==> config.mk <==
export PLATFORM = sky130hd
export DESIGN_NAME = sha256_job_arbiter
export DESIGN_NICKNAME = d
export VERILOG_FILES = /design/src/rtl/sha256_job_arbiter.sv
export SDC_FILE = /design/constraint.sdc
export NUM_CORES = 1
export LEC_CHECK = 0
export BUFFER_PORTS_ARGS = -buffer_cell sky130_fd_sc_hd__buf_2
export CORE_AREA = 2 2 81 83
export CTS_BUF_LIST = sky130_fd_sc_hd__clkbuf_16
export DETAILED_ROUTE_END_ITERATION = 12
export DIE_AREA = 0 0 83 85
export GPL_ROUTABILITY_DRIVEN = 0
export HOLD_SLACK_MARGIN = 0.08
export PLACE_DENSITY = 0.85
export SYNTH_ARGS = -nofsm -noshare
export SYNTH_HDL_FRONTEND = slang
export SYNTH_SLANG_ARGS = --single-unit
==> constraint.sdc <==
create_clock -name clk -period 3.05 [get_ports clk]
set_clock_uncertainty 0.15 [all_clocks]
set_input_delay 0.1525 -clock clk [delete_from_list [all_inputs] [get_ports clk]]
set_output_delay 0.1525 -clock clk [all_outputs]
set_load 0.005 [all_outputs]
==> src/rtl/sha256_job_arbiter.sv <==
// -----------------------------------------------------------------------------
// sha256_job_arbiter
//
// Round-robin scheduler that shares a single simplified_sha256 core among
// NUM_REQ job sources. One requester is granted at a time. Its message and
// output addresses are latched on the grant edge and `core_start_o` is pulsed
// for one cycle. The arbiter then follows the core's idle level through busy
// and back to idle, and returns a one-hot completion pulse to the requester.
//
// Optional feature macro: SHA_ARB_WATCHDOG_EN
//   When defined, a watchdog aborts a job that exceeds TIMEOUT_CYCLES. The
//   abort is reported as a completion with resp_err_o=1. The core itself is
//   not touched, and the next grant still waits for core_done_i=1.
//   When undefined, resp_err_o is always 0 and the wait states never time out.
//
// Parameters
//   NUM_REQ         number of requesters (2..16)
//   TIMEOUT_CYCLES  watchdog limit in cycles (watchdog builds only)
//
// Ports
//   clk                  clock
//   reset                synchronous, active-high reset
//   req_i                level request per requester, held until its response
//   req_msg_addr_i       per-requester message word address (16b each)
//   req_out_addr_i       per-requester output word address (16b each)
//   resp_valid_o         one-cycle, one-hot completion pulse
//   resp_err_o           qualifies resp_valid_o: job aborted by the watchdog
//   core_start_o         one-cycle start pulse to the hash core
//   core_message_addr_o  latched message address (held between jobs)
//   core_output_addr_o   latched output address (held between jobs)
//   core_done_i          core idle level
//   busy_o               high in every state except IDLE
//   grant_id_o           index of the current or most recent grant
//
// All outputs are registered. They are decoded from the next state, so no
// combinational path runs from any input to any output.
// -----------------------------------------------------------------------------
module sha256_job_arbiter #(
    parameter int NUM_REQ        = 4,
    parameter int TIMEOUT_CYCLES = 4096
) (
    input  logic                           clk,
    input  logic                           reset,
    input  logic [NUM_REQ-1:0]             req_i,
    input  logic [NUM_REQ-1:0][15:0]       req_msg_addr_i,
    input  logic [NUM_REQ-1:0][15:0]       req_out_addr_i,
    output logic [NUM_REQ-1:0]             resp_valid_o,
    output logic                           resp_err_o,
    output logic                           core_start_o,
    output logic [15:0]                    core_message_addr_o,
    output logic [15:0]                    core_output_addr_o,
    input  logic                           core_done_i,
    output logic                           busy_o,
    output logic [$clog2(NUM_REQ)-1:0]     grant_id_o
);

    localparam int IDW = $clog2(NUM_REQ);

    typedef enum logic [2:0] {
        S_IDLE,
        S_ISSUE,
        S_WAIT_BUSY,
        S_WAIT_DONE,
        S_RESP
    } state_e;

    typedef struct packed {
        logic [15:0] msg;
        logic [15:0] out;
    } job_t;

    state_e               state_q, state_d;
    job_t                 job_q, job_d;
    logic [IDW-1:0]       grant_id_q, grant_id_d;
    logic [IDW-1:0]       last_q, last_d;
    logic                 core_start_q, core_start_d;
    logic                 busy_q, busy_d;
    logic                 resp_err_q, resp_err_d;
    logic [NUM_REQ-1:0]   resp_valid_q, resp_valid_d;

    logic                 pick_vld;
    logic [IDW-1:0]       pick_id;
    logic                 wd_expire;

    // (base + k) mod NUM_REQ, for 1 <= k <= NUM_REQ. NUM_REQ may be a
    // non-power-of-two, so the wrap is a single subtraction.
    function automatic logic [IDW-1:0] rr_idx(input logic [IDW-1:0] base, input int k);
        int s;
        s = int'(base) + k;
        if (s >= NUM_REQ) s = s - NUM_REQ;
        return IDW'(s);
    endfunction

    // Round-robin pick. The scan runs from the farthest slot to the nearest,
    // so the first set bit after `last` overwrites every other candidate.
    // The farthest slot (k=NUM_REQ) is `last` itself, which makes a requester
    // that is still asserting after its response the lowest priority.
    always_comb begin
        pick_vld = 1'b0;
        pick_id  = '0;
        for (int k = NUM_REQ; k >= 1; k--) begin
            if (req_i[rr_idx(last_q, k)]) begin
                pick_vld = 1'b1;
                pick_id  = rr_idx(last_q, k);
            end
        end
    end

`ifdef SHA_ARB_WATCHDOG_EN
    logic [31:0] wd_cnt_q;

    // Cleared on the grant edge (entry to ISSUE). Counts every cycle spent
    // waiting on the core.
    always_ff @(posedge clk) begin
        if (reset) begin
            wd_cnt_q <= '0;
        end else if (state_d == S_ISSUE) begin
            wd_cnt_q <= '0;
        end else if (state_q == S_WAIT_BUSY || state_q == S_WAIT_DONE) begin
            wd_cnt_q <= wd_cnt_q + 32'd1;
        end
    end

    // Expire on the edge where the counter reaches TIMEOUT_CYCLES-1. The
    // abort response then lands exactly TIMEOUT_CYCLES cycles after start.
    assign wd_expire = (state_q == S_WAIT_BUSY || state_q == S_WAIT_DONE) &&
                       ((wd_cnt_q + 32'd1) == 32'(TIMEOUT_CYCLES - 1));
`else
    assign wd_expire = 1'b0;
`endif

    // State register, together with the registered outputs and job context.
    always_ff @(posedge clk) begin
        if (reset) begin
            state_q      <= S_IDLE;
            job_q        <= '0;
            grant_id_q   <= '0;
            last_q       <= IDW'(NUM_REQ - 1);
            core_start_q <= 1'b0;
            busy_q       <= 1'b0;
            resp_err_q   <= 1'b0;
            resp_valid_q <= '0;
        end else begin
            state_q      <= state_d;
            job_q        <= job_d;
            grant_id_q   <= grant_id_d;
            last_q       <= last_d;
            core_start_q <= core_start_d;
            busy_q       <= busy_d;
            resp_err_q   <= resp_err_d;
            resp_valid_q <= resp_valid_d;
        end
    end

    // Next-state logic.
    always_comb begin
        state_d = state_q;
        case (state_q)
            S_IDLE: begin
                // An idle core is required even after a watchdog abort or a
                // mid-job reset, because the core may still be running.
                if (core_done_i && pick_vld) state_d = S_ISSUE;
            end
            S_ISSUE: begin
                state_d = S_WAIT_BUSY;
            end
            S_WAIT_BUSY: begin
                if (wd_expire)         state_d = S_RESP;
                else if (!core_done_i) state_d = S_WAIT_DONE;
            end
            S_WAIT_DONE: begin
                if (wd_expire || core_done_i) state_d = S_RESP;
            end
            S_RESP: begin
                state_d = S_IDLE;
            end
            default: begin
                state_d = S_IDLE;
            end
        endcase
    end

    // Output and context next values. These are decoded from state_d so that
    // each registered output is valid in the same cycle as its state.
    always_comb begin
        core_start_d = (state_d == S_ISSUE);
        busy_d       = (state_d != S_IDLE);
        resp_valid_d = '0;
        resp_err_d   = 1'b0;
        grant_id_d   = grant_id_q;
        job_d        = job_q;
        last_d       = last_q;

        if (state_d == S_RESP) begin
            resp_valid_d[grant_id_q] = 1'b1;
            resp_err_d               = wd_expire;
        end

        // Addresses are sampled only on the grant edge.
        if (state_q == S_IDLE && state_d == S_ISSUE) begin
            grant_id_d = pick_id;
            job_d.msg  = req_msg_addr_i[pick_id];
            job_d.out  = req_out_addr_i[pick_id];
        end

        if (state_q == S_RESP) last_d = grant_id_q;
    end

    assign core_start_o        = core_start_q;
    assign busy_o              = busy_q;
    assign resp_valid_o        = resp_valid_q;
    assign resp_err_o          = resp_err_q;
    assign grant_id_o          = grant_id_q;
    assign core_message_addr_o = job_q.msg;
    assign core_output_addr_o  = job_q.out;

endmodule

### Word level (Yosys, flattened, before mapping)

Cells that the tools add are included.

* add/sub/neg operators: 8
* order comparisons: 11
* equality and inequality tests: 6
* multiplexer cells: 30
* bitwise gates (word level): 1
* reductions and logical operators: 6

Operator list (count)
* $bmux 16 s2: 2
* $mux 16: 2
* $lt 2x3->1 const B: 6
* $mux 2: 8
* $pmux 3 s4: 1
* $ge 3x3->1 const B: 3
* $mux 1: 9
* $mux 3: 3
* $bmux 1 s2: 4
* $sub 2x1->2 const B: 4
* $add 2x2->3 const B: 2
* $eq 3x1->1 const B: 2
* $eq 3x2->1 const B: 2
* $eq 3x3->1 const B: 2
* $add 2x3->4 const B: 1
* $ge 4x3->1 const B: 1
* $add 2x1->3 const B: 1
* $logic_and 1x1->1: 3
* $logic_not 3->1: 1
* $reduce_bool 3->1: 1
* $demux 1 s2: 1
* $ge 2x1->1 const B: 1
* $reduce_or 2->1: 1
* $not 1->1: 1

* register bits after elaboration: 45
* bits of input ports: 135
* output and inout bits: 41
* logic and storage cells: 70

### Longest topological paths before layout

Gate-level depths: netlist (run 1).

* depth in word-level cells: 15
* gate-level depth with buffers: 7
* depth with buffers taken out: 6

### Least setup slack after synthesis (run 1)

No wires, ideal clock.

* path kind: reg2reg
* start point: register last_q[0]
* end point: register job_q (netlist bit core_output_addr_o[3])
* setup time: 0.062 ns
* arrival time: 1.579 ns
* data required time: 2.838 ns
* setup slack: 1.258 ns
* stages on the path, launching flop included: 8
* path buffers: 2
* period minus slack after synthesis: 1.792 ns
* cell sequence: dfxtp_1 > and2b_4 > o21ai_2 > nand3_2 > buf_6 > buf_6 > or4_1 > nand3_1

* longest elaborated chain between the ends: 14
* elaborated cells between the ends (all ways): 39
* those cells by class: add/sub (8); order compare (4); eq/ne (1); mux (24); reduce/logical (2)

Ends and longest elaborated chain
* start: declaration: line 75 `logic [IDW-1:0] last_q, last_d;`
* start signal: assignment: line 138 `last_q <= IDW'(NUM_REQ - 1);`
* start signal: assignment: line 147 `last_q <= last_d;`
* $add 2x3->4: line 89 `s = int'(base) + k;`
* $ge 4x3->1 or $sub 2x1->2 (tied branches): line 90 `if (s >= NUM_REQ) s = s - NUM_REQ;`
* $mux 2: line 90
* $bmux 1 s2: line 102 `if (req_i[rr_idx(last_q, k)]) begin`
* $mux 1 (implied by the code): line 102
* $mux 1 (4 in a row): line 102
* $logic_and 1x1->1: line 162 `if (core_done_i && pick_vld) state_d = S_ISSUE;`
* $mux 3: line 162
* $pmux 3 s4: line 158 `case (state_q)`
* $eq 3x1->1: line 200 `if (state_q == S_IDLE && state_d == S_ISSUE) begin`
* $logic_and 1x1->1: line 200
* end signal: assignment: line 145 `job_q <= job_d;`
* end: declaration: line 73 `job_t job_q, job_d;`

Several ways; a longest one is shown, not always the timed one. The select of a mux whose other input is x is not followed.
A chain may end at the register's enable or synchronous reset.

### Worst setup path after layout (run 1)

* start point: register last_q[0]
* end point: register job_q (netlist bit core_message_addr_o[8])

The elaborated chain is that of the path after synthesis.

==> impl_metrics.yaml, run 1 <==
synthesis:
  post_synth_and_or_nand_nor_area_fraction: 0.3116
  synthesis.area_per_instance_sq_um: 8.124
  synth_instances: 349
  synth_mux_area_frac: 0.1342
  synth_compound_gate_area_share: 0.1240
  postSynthRegisterBits: 45
  ys.flop_type: "sky130_fd_sc_hd__dfxtp_1"
  synth_enable_flop_cells: 0
  syn-num-nets: 484
  synth_adder_area_share: 0
  yosys_warns: 0
  ys_async_sr_fraction: 0
  dominant_combinational_cell_family_by_area_after_synthesis: "simple AND/OR/NAND/NOR gates"
  synth.yosys.seq_area_share: 0.3177
  synth_cell_types: 35
  post_synth_instance_area_sq_um: 2835
  synth_area_in_xor_xnor: 0
timing:
  rsz0062_at_grt: "false"
  setup_total_negative_slack_ns: 0
  timing.max_slew.rel_slack: 0.5801
  post-route-min-period_ns: 2.820
  fmax_mhz: 354.7
  timing_max_transition_violations_final: 0
  worstMarginPinSlew_ns: 0.6298
  final_hold_viol_count: 0
  timing.final.crit_share: 0.9245
  total_of_endpoints_with_negative_setup_slack_in_the_final_report: 0
die:
  io_pins: 176
  floorplan.die_area_sq_um: 7055
  floorplan.core_area_sq_um: 6205
  rows: 29
  die_width_um: 83
  die-height_um: 85
  start_util: 0.4569
placement:
  port_buffers: 174
  dp_hpwl_mm: 6.294
critical_path:
  worstSetupStartpoint: "last_q[0]"
  crit_path_max_fanout: 50
  crit_type: "flip-flop to flip-flop"
  cp.arrival_ns: 2.89
  crit_path_end_kind: "flip-flop"
  cp.required_ns: 3.12
  reg2reg_from: "last_q[0]"
  worstSetupStartpointType: "flip-flop"
clocking:
  cts_buf_count: 5
  cts.reportedPaths.clkPinSlew_ns: 0.07
  post_cts.repair.setup_buffers: 0
  cts.sinks: 45
  cts.htree.levels: 2
  clock_latency_on_the_worst_skew_pair_ns: 0.28
  clk_root_buffer_cell: "sky130_fd_sc_hd__clkbuf_16"
  clock_path_buffers: 2
  clock_tree_from_tritoncts: "yes"
route:
  via_count: 3602
  routed_wire_length_per_instance_um: 15.86
  post_drt_via_cell_ratio: 5.593
  detail_route.first_pass.iterations: 5
  routed_wirelength_mm: 10.22
  remaining_antenna_violation_count: 0
  drc_errors: 0
  drt-initial-drc-count: 199
final_layout:
  layout.cells.most_common: "sky130_fd_sc_hd__buf_2"
  syn2layout_area_growth_pct: 60.59
  layout_cells_sized_above_1: 0.4145
  final_util: 0.7338
  finalNetCount: 701
  most-common-layout-cells: "sky130_fd_sc_hd__buf_2, sky130_fd_sc_hd__nand3_1, sky130_fd_sc_hd__dlygate4sd3_1"
  antenna_cells: 0
flow_run:
  max_cap_violations: 0
min_path:
  timing.hold.worst.start: "req_out_addr_i[42]"
  min_path_type: "input port to flip-flop"
power:
  max-vdd-ir-drop_mv: 0.3346
  power_per_cell_area_nw_per_um2: 396.6
  static-leakage-power_nw: 2.221
grt:
  total_routing_usage_reported_by_global_routing: 0.2813
  antenna_found_initial: 0
  grt.overflow.total: 0
  grt_pass1_wl_mm: 16.46
  first_global_vias: 3606
  grt_start_max_net_pins: 79
run_status:
  status: "completed"
-- logic make-up after synthesis --
logic type / after synthesis
mux: 34
buf+inv: 69
simple gates: 156
compound gates: 44
other cells: 1
flops: 45
-- what timing repair did --
action | in CTS | in global routing
setup endpoints to repair | 0 | 20
hold endpoints to repair | 38 | 0
resized for setup | 0 | 3
hold buffers | 62 | 0
-- metal layers --
layer  track usage  up-vias  part of all wire
li1              -     1725                 -
met1        0.3209     1666              0.38
met2        0.5279      190              0.52
met3       0.05058       21             0.073
met4       0.09538        0             0.019
met5             0        -                 0
-- path summary, 6_finish.rpt --
| check | slack, ns | endpoint | cells past startpoint |
|---|---|---|---|
| worst min-delay path | 0.08 | core_output_addr_o[10] | 4 |
| worst max-delay path | 0.23 | core_message_addr_o[8] | 7 |
| worst min register to register | 0.33 | last_q[0] | 1 |
| worst max register to register | 0.23 | core_message_addr_o[8] | 7 |
-- area by class of cell --
class / instances / area, sq um
clock buffers: 5 / 125.1
clock inverters: 3 / 47.55
fillers: 451 / 1652
inverters: 36 / 136.4
multi-input cells: 235 / 1649
flip-flops and latches: 45 / 900.9
well taps: 77 / 96.34
repair buffers: 243 / 1598
-- sequential cells by signal, indices dropped and copies added, names as in the netlist --
signal               count
core_message_addr_o     16
core_output_addr_o      16
resp_valid_o             4
state_q                  3
grant_id_o               2
last_q                   2
busy_o                   1
core_start_o             1
-- where the power goes --
| part | internal (W) | switching, W | leakage (nW) |
|---|---|---|---|
| clock network | 0.000393 | 0.000253 | 0.0848 |
| logic | 0.000265 | 0.000220 | 1.77 |
| registers | 0.000642 | 0.0000336 | 0.368 |
| total | 0.00130 | 0.000506 | 2.22 |
-- cells in the mapped netlist, types with 4 or more instances --
| cell | count | share of area |
|---|---|---|
| sky130_fd_sc_hd__buf_2 | 12 | 0.021 |
| sky130_fd_sc_hd__nand3_1 | 95 | 0.17 |
| sky130_fd_sc_hd__and3_1 | 4 | 0.0088 |
| sky130_fd_sc_hd__nor2_1 | 7 | 0.0093 |
| sky130_fd_sc_hd__buf_4 | 5 | 0.013 |
| sky130_fd_sc_hd__dfxtp_1 | 45 | 0.32 |
| sky130_fd_sc_hd__or4_1 | 32 | 0.085 |
| sky130_fd_sc_hd__clkbuf_1 | 13 | 0.017 |
| sky130_fd_sc_hd__a22oi_1 | 32 | 0.085 |
| sky130_fd_sc_hd__mux2_2 | 32 | 0.13 |
| sky130_fd_sc_hd__inv_1 | 34 | 0.045 |
-- metrics by stage --
step | instance area (sq um) | hold slack (ns) | cells | power [W] | worst slack (ns)
finish | 4553 | 0.07972 | 644 | 0.001806 | 0.2303
detailed placement | 3750 | 0.2458 | 574 | 0.001070 | 0.6630
floorplan | 2835 | 0.07488 | 349 | 0.0008827 | 1.258
global placement | 3750 | 0.2352 | 574 | 0.001059 | 0.7281
global route | 4553 | 0.1043 | 644 | 0.001890 | 0.08373
CTS | 4543 | 0.08132 | 644 | 0.001795 | 0.08620
-- critical path: stages, from the launching register on --
cell and delay (ns):
sky130_fd_sc_hd__dfxtp_1 0.34, sky130_fd_sc_hd__and2b_4 0.21, sky130_fd_sc_hd__o21ai_2 0.21, sky130_fd_sc_hd__nand3_2 0.33, sky130_fd_sc_hd__buf_12 0.31, sky130_fd_sc_hd__or4_1 0.52
sky130_fd_sc_hd__nand3_1 0.11, sky130_fd_sc_hd__dlygate4sd3_1 0.56
Power figures use the tool's default switching activity.
==> run 2, diff against run 1 <==
--- a/config.mk
+++ b/config.mk
@@ -5,11 +5,13 @@
 export SDC_FILE = /design/constraint.sdc
 export NUM_CORES = 1
 export LEC_CHECK = 0
+export ABC_AREA = 1
 export BUFFER_PORTS_ARGS = -buffer_cell sky130_fd_sc_hd__buf_2
-export CORE_AREA = 2 2 81 83
+export CAP_MARGIN = 20
+export CORE_AREA = 2 2 84 86
 export CTS_BUF_LIST = sky130_fd_sc_hd__clkbuf_16
 export DETAILED_ROUTE_END_ITERATION = 12
-export DIE_AREA = 0 0 83 85
+export DIE_AREA = 0 0 86 88
 export GPL_ROUTABILITY_DRIVEN = 0
 export HOLD_SLACK_MARGIN = 0.08
 export PLACE_DENSITY = 0.85
==> impl_metrics.yaml, run 2 <==
critical_path:
  crit_path_max_fanout: 33
  cpLargestDelayFamily: "buffers and inverters"
  cp.arrival_ns: 2.74
  cp.required_ns: 3.06
  highest_delay_cell_along_the_critical_path: "sky130_fd_sc_hd__dlygate4sd3_1"
  cp.buffers_inverters: 3
  crit_path_cell_chain: "nand2_1 -> nand2_2 -> nand2_2 -> nand2_2 -> inv_2 -> nand3_1 -> nand3_2 -> inv_2 -> nand3_1 -> nand2_1 -> dlygate4sd3_1 -> a21oi_1"
  crit_path_end_kind: "flip-flop"
  cpPeakStageDelay_ns: 0.54
  worstSetupStartpointType: "flip-flop"
  crit_path_frequent_cell: "sky130_fd_sc_hd__nand2_2"
  crit_type: "flip-flop to flip-flop"
synthesis:
  synth.yosys.seq_area_share: 0.2848
  yosys_warns: 0
  synth_top_area_frac: 0.2848
  synth_enable_flop_cells: 0
  synth_commonest_cells: "sky130_fd_sc_hd__nand2_1, sky130_fd_sc_hd__nand3_1, sky130_fd_sc_hd__inv_1"
  synth_cell_types: 21
  yosys.cell_count.top_type: "sky130_fd_sc_hd__nand2_1"
  synthesis.area_per_instance_sq_um: 5.991
  postSynthRegisterBits: 45
  synth_instances: 528
  synth_largest_area_cell: "sky130_fd_sc_hd__dfxtp_1"
  ys.flop_type: "sky130_fd_sc_hd__dfxtp_1"
  ys_async_sr_fraction: 0
  yosys-top-cells-area: "sky130_fd_sc_hd__dfxtp_1, sky130_fd_sc_hd__nand2_1, sky130_fd_sc_hd__nand3_1"
  syn-num-nets: 663
  post_synth_instance_area_sq_um: 3163
route:
  routed_wirelength_mm: 9.690
  post_drt_via_cell_ratio: 5.105
  drt-initial-drc-count: 158
  routed_wire_length_per_instance_um: 12.44
  detail_route.wirelength.met1_mm: 3.743
  detail_route.first_pass.iterations: 4
  met3_length_um: 748
  highest_layer: "met4"
  drc_errors: 0
  remaining_antenna_violation_count: 0
  via_count: 3977
  route.met2.wl_mm: 4.961
final_layout:
  most-common-layout-cells: "sky130_fd_sc_hd__nand2_1, sky130_fd_sc_hd__buf_2, sky130_fd_sc_hd__nand3_1"
  fillCellCount: 635
  final_util: 0.6525
  layout.cells.most_common: "sky130_fd_sc_hd__nand2_1"
  finalNetCount: 832
  post_layout_nonfiller_instances: 779
  syn2layout_area_growth_pct: 37.06
  fin_area_sq_um: 4335
  layout_cells_sized_above_1: 0.3295
die:
  die-height_um: 88
  rows: 30
  die_width_um: 86
  floorplan.die_area_sq_um: 7568
  io_pins: 176
  floorplan.core_area_sq_um: 6644
  start_util: 0.4761
grt:
  antenna_found_initial: 1
  first_global_vias: 3512
  grt.overflow.total: 0
  grt_pass1_wl_mm: 15.23
  grt_start_max_net_pins: 41
  total_routing_usage_reported_by_global_routing: 0.2490
power:
  total_power_of_the_final_layout_w: 0.001974
  max-vdd-ir-drop_mv: 0.2531
  static-leakage-power_nw: 2.414
  power_per_cell_area_nw_per_um2: 455.4
clocking:
  cts_buf_count: 5
  cts.htree.levels: 2
  clock_path_buffers: 2
  clock_latency_on_the_worst_skew_pair_ns: 0.29
  cts.reportedPaths.clkPinSlew_ns: 0.07
  cts.sinks: 45
  clk_root_buffer_cell: "sky130_fd_sc_hd__clkbuf_16"
  post_cts.repair.setup_buffers: 0
  clock_tree_from_tritoncts: "yes"
timing:
  post-route-min-period_ns: 2.731
  worstMarginPinSlew_ns: 0.9393
  fmax_mhz: 366.2
  setup_total_negative_slack_ns: 0
  total_of_endpoints_with_negative_setup_slack_in_the_final_report: 0
  timing.final.crit_share: 0.8954
  timing_max_transition_violations_final: 0
  rsz0062_at_grt: "false"
  timing.max_slew.rel_slack: 0.3699
  final_hold_viol_count: 0
flow_run:
  max_cap_violations: 0
placement:
  placed_cells: 753
  port_buffers: 174
  dp_hpwl_mm: 6.930
  post_place_cell_area_sq_um: 3991
run_status:
  status: "completed"
min_path:
  min_path_type: "input port to flip-flop"
-- run 2: routing by layer --
| layer | GRT usage | up-vias |
|---|---|---|
| li1 | - | 2022 |
| met1 | 0.2866 | 1746 |
| met2 | 0.4581 | 186 |
| met3 | 0.04618 | 23 |
| met4 | 0.09235 | 0 |
| met5 | 0 | - |
-- run 2: worst min-delay path: cells and delay by family --
kind,cells,cell delay (ns)
AND/OR/NAND/NOR,3,0.16
AO/OA/AOI/OAI,1,0.10
buffers and inverters,1,0.08
-- run 2: cells by family (layout without fill, tap and decap cells) --
group                  count (synthesis)  count (layout)  synth area share
other                                  1               2          0.001186
buffers and inverters                 93             263            0.1436
AND/OR/NAND/NOR                      348             348            0.4818
flip-flops                            45              45            0.2848
AO/OA/AOI/OAI                         41              41           0.08861
-- run 2: cell type report --
cell class / count / area (sq um) / area share
clock buffers: 5 / 125.1 / 0.02886
repair buffers: 200 / 1134 / 0.2615
diodes: 1 / 2.502 / 0.0005772
inverters: 55 / 211.5 / 0.04877
multi-input cells: 390 / 1815 / 0.4188
clock inverters: 3 / 46.29 / 0.01068
flip-flops and latches: 45 / 900.9 / 0.2078
well taps: 80 / 100.1 / 0.02309
-- run 2: power by group --
| group | leakage (nW) | total [W] | internal, W | switching (W) |
|---|---|---|---|---|
| sequential | 0.372 | 0.000696 | 0.000658 | 0.0000375 |
| combinational | 1.96 | 0.000664 | 0.000288 | 0.000376 |
| clock | 0.0800 | 0.000615 | 0.000388 | 0.000227 |
| total | 2.41 | 0.00197 | 0.00133 | 0.000640 |
-- run 2: path summary, 6_finish.rpt --
kind / endpoint / cells after the start / from / slack [ns]
min: core_output_addr_o[3] / 5 / req_out_addr_i[51] / 0.08
max reg2reg: core_output_addr_o[11] / 12 / last_q[0] / 0.32
max: core_output_addr_o[11] / 12 / last_q[0] / 0.32
min reg2reg: resp_valid_o[2] / 1 / grant_id_o[0] / 0.35
-- run 2: repair_timing --
action | in CTS | in global routing
hold buffers | 17 | 0
hold endpoints to repair | 19 | 0
resized for setup | 0 | 0
-- run 2: through the flow --
stage / setup WS, ns / hold WS [ns]
CTS: 0.3130 / 0.08070
global placement: 0.9065 / 0.2544
global route: 0.1496 / 0.08865
floorplan: 1.291 / 0.07157
detailed placement: 0.8207 / 0.2612
finish: 0.3189 / 0.07920
==> run 3, diff against run 2 <==
--- a/config.mk
+++ b/config.mk
@@ -6,6 +6,7 @@
 export NUM_CORES = 1
 export LEC_CHECK = 0
 export ABC_AREA = 1
+export ABC_CLOCK_PERIOD_IN_PS = 3050
 export BUFFER_PORTS_ARGS = -buffer_cell sky130_fd_sc_hd__buf_2
 export CAP_MARGIN = 20
 export CORE_AREA = 2 2 84 86
@@ -15,6 +16,7 @@
 export GPL_ROUTABILITY_DRIVEN = 0
 export HOLD_SLACK_MARGIN = 0.08
 export PLACE_DENSITY = 0.85
+export REMOVE_ABC_BUFFERS = 1
 export SYNTH_ARGS = -nofsm -noshare
 export SYNTH_HDL_FRONTEND = slang
 export SYNTH_SLANG_ARGS = --single-unit
==> impl_metrics.yaml, run 3 (synthesized netlist as in run 2, its figures left out) <==
clocking:
  cts.htree.levels: 2
  clk_root_buffer_cell: "sky130_fd_sc_hd__clkbuf_16"
  clock_path_buffers: 2
  clock_tree_from_tritoncts: "yes"
  cts.sinks: 45
  cts_buf_count: 5
  cts.reportedPaths.clkPinSlew_ns: 0.06
  clock_latency_on_the_worst_skew_pair_ns: 0.28
run_status:
  status: "completed"
route:
  drt-initial-drc-count: 201
  routed_wirelength_mm: 9.121
  drc_errors: 0
  post_drt_via_cell_ratio: 5.067
  remaining_antenna_violation_count: 0
  via_count: 3851
  routed_wire_length_per_instance_um: 12.00
  detail_route.first_pass.iterations: 6
die:
  floorplan.core_area_sq_um: 6644
  die-height_um: 88
  start_util: 0.4761
  rows: 30
  die_width_um: 86
  io_pins: 176
  floorplan.die_area_sq_um: 7568
grt:
  antenna_found_initial: 0
  grt.overflow.total: 0
  grt_start_max_net_pins: 65
  grt_pass1_wl_mm: 14.76
  first_global_vias: 3431
  total_routing_usage_reported_by_global_routing: 0.2404
critical_path:
  cp.required_ns: 3.04
  worstSetupStartpointType: "flip-flop"
  cpPeakStageDelay_ns: 0.61
  crit_type: "flip-flop to flip-flop"
  highest_delay_cell_along_the_critical_path: "sky130_fd_sc_hd__inv_2"
  ff2ff_setup_slack_ns: 0.39
  cp.arrival_ns: 2.66
  crit_path_cell_chain: "nand2_1 -> nand2_2 -> nand2_2 -> nand2_2 -> inv_2 -> nand3_1 -> nand3_2 -> inv_2 -> nand3_1 -> nand2_1 -> a21oi_2"
  cpLargestDelayFamily: "simple AND/OR/NAND/NOR gates"
  crit_path_max_fanout: 33
  crit_path_frequent_cell: "sky130_fd_sc_hd__nand2_2"
  cp.buffers_inverters: 2
  crit_path_end_kind: "flip-flop"
final_layout:
  most-common-layout-cells: "sky130_fd_sc_hd__nand2_1, sky130_fd_sc_hd__buf_2, sky130_fd_sc_hd__nand3_1"
  fin_area_sq_um: 4148
  register_area_sq_um: 900.9
  layout_cells_sized_above_1: 0.3294
  syn2layout_area_growth_pct: 31.13
  fillCellCount: 623
  multi_input_comb_area_sq_um: 1815
  finalNetCount: 814
  antenna_cells: 0
  layout.cells.most_common: "sky130_fd_sc_hd__nand2_1"
  post_layout_nonfiller_instances: 760
timing:
  total_of_endpoints_with_negative_setup_slack_in_the_final_report: 0
  post-route-min-period_ns: 2.662
  setup_total_negative_slack_ns: 0
  fmax_mhz: 375.6
  timing_max_transition_violations_final: 0
  timing.final.crit_share: 0.8728
  worstMarginPinSlew_ns: 0.9501
  timing.max_slew.rel_slack: 0.3627
  final_hold_viol_count: 0
  rsz0062_at_grt: "false"
power:
  static-leakage-power_nw: 2.329
  power_per_cell_area_nw_per_um2: 463.8
  max-vdd-ir-drop_mv: 0.3104
  total_power_of_the_final_layout_w: 0.001924
placement:
  post_place_cell_area_sq_um: 3941
  port_buffers: 174
  placed_cells: 748
  dp_hpwl_mm: 6.538
min_path:
  min_path_type: "input port to flip-flop"
flow_run:
  max_cap_violations: 0
## run 3: cell types whose count changed in the layout (fill, tap and decap cells not counted), sizes merged
cell | previous run | this run
buf | 183 | 178
diode | 1 | 0
dlygate4sd3 | 17 | 4
## run 3: power by group
part / switching (W) / total (W) / internal [W] / leakage, nW
combinational: 0.000368 / 0.000629 / 0.000261 / 1.88
clock: 0.000216 / 0.000599 / 0.000383 / 0.0775
sequential: 0.0000365 / 0.000695 / 0.000659 / 0.372
## run 3: worst paths after layout
check | end | cells after the start | startpoint
worst max-delay path | core_message_addr_o[2] | 11 | last_q[0]
worst min-delay path | core_message_addr_o[3] | 5 | req_msg_addr_i[51]
worst max register to register | core_message_addr_o[2] | 11 | last_q[0]
worst min register to register | resp_valid_o[2] | 1 | grant_id_o[0]
## run 3: timing repair
action / in CTS / in global routing
gates resized for setup: 0 / 0
hold buffers: 4 / 0
endpoints found under the hold margin: 8 / 0
buffers inserted: 0 / 0
## run 3: per-stage QoR
stage	utilization	worst slack (ns)	hold WS [ns]
floorplan	-	-1.107	0.07157
global placement	0.5932	0.5536	0.2457
detailed placement	0.5932	0.4455	0.2541
CTS	0.6243	0.4310	0.08041
global route	0.6243	0.1264	0.09769
finish	0.6243	0.3878	0.08145
## run 3: cell type report
class / count / area share
flip-flops and latches: 45 / 0.2172
repair buffers: 182 / 0.2299
inverters: 55 / 0.05098
clock buffers: 5 / 0.03017
well taps: 80 / 0.02413
multi-input cells: 390 / 0.4377
clock inverters: 3 / 0.009955
## run 3: worst register-to-register path: stages, from the launching register on
cell and delay [ns]:
sky130_fd_sc_hd__dfxtp_1 0.52, sky130_fd_sc_hd__nand2_1 0.14, sky130_fd_sc_hd__nand2_2 0.12, sky130_fd_sc_hd__nand2_2 0.08, sky130_fd_sc_hd__nand2_2 0.09, sky130_fd_sc_hd__inv_2 0.05
sky130_fd_sc_hd__nand3_1 0.09, sky130_fd_sc_hd__nand3_2 0.33, sky130_fd_sc_hd__inv_2 0.61, sky130_fd_sc_hd__nand3_1 0.16, sky130_fd_sc_hd__nand2_1 0.12, sky130_fd_sc_hd__a21oi_2 0.05
## run 3: metal layers
metal | GRT usage | routed length, um | vias up | share of wire
li1 | - | - | 1980 | -
met1 | 0.2742 | 3619 | 1689 | 0.40
met2 | 0.4454 | 4646 | 166 | 0.51
met3 | 0.05561 | 741 | 16 | 0.081
met4 | 0.07215 | 114 | 0 | 0.012
met5 | 0 | 0 | - | 0
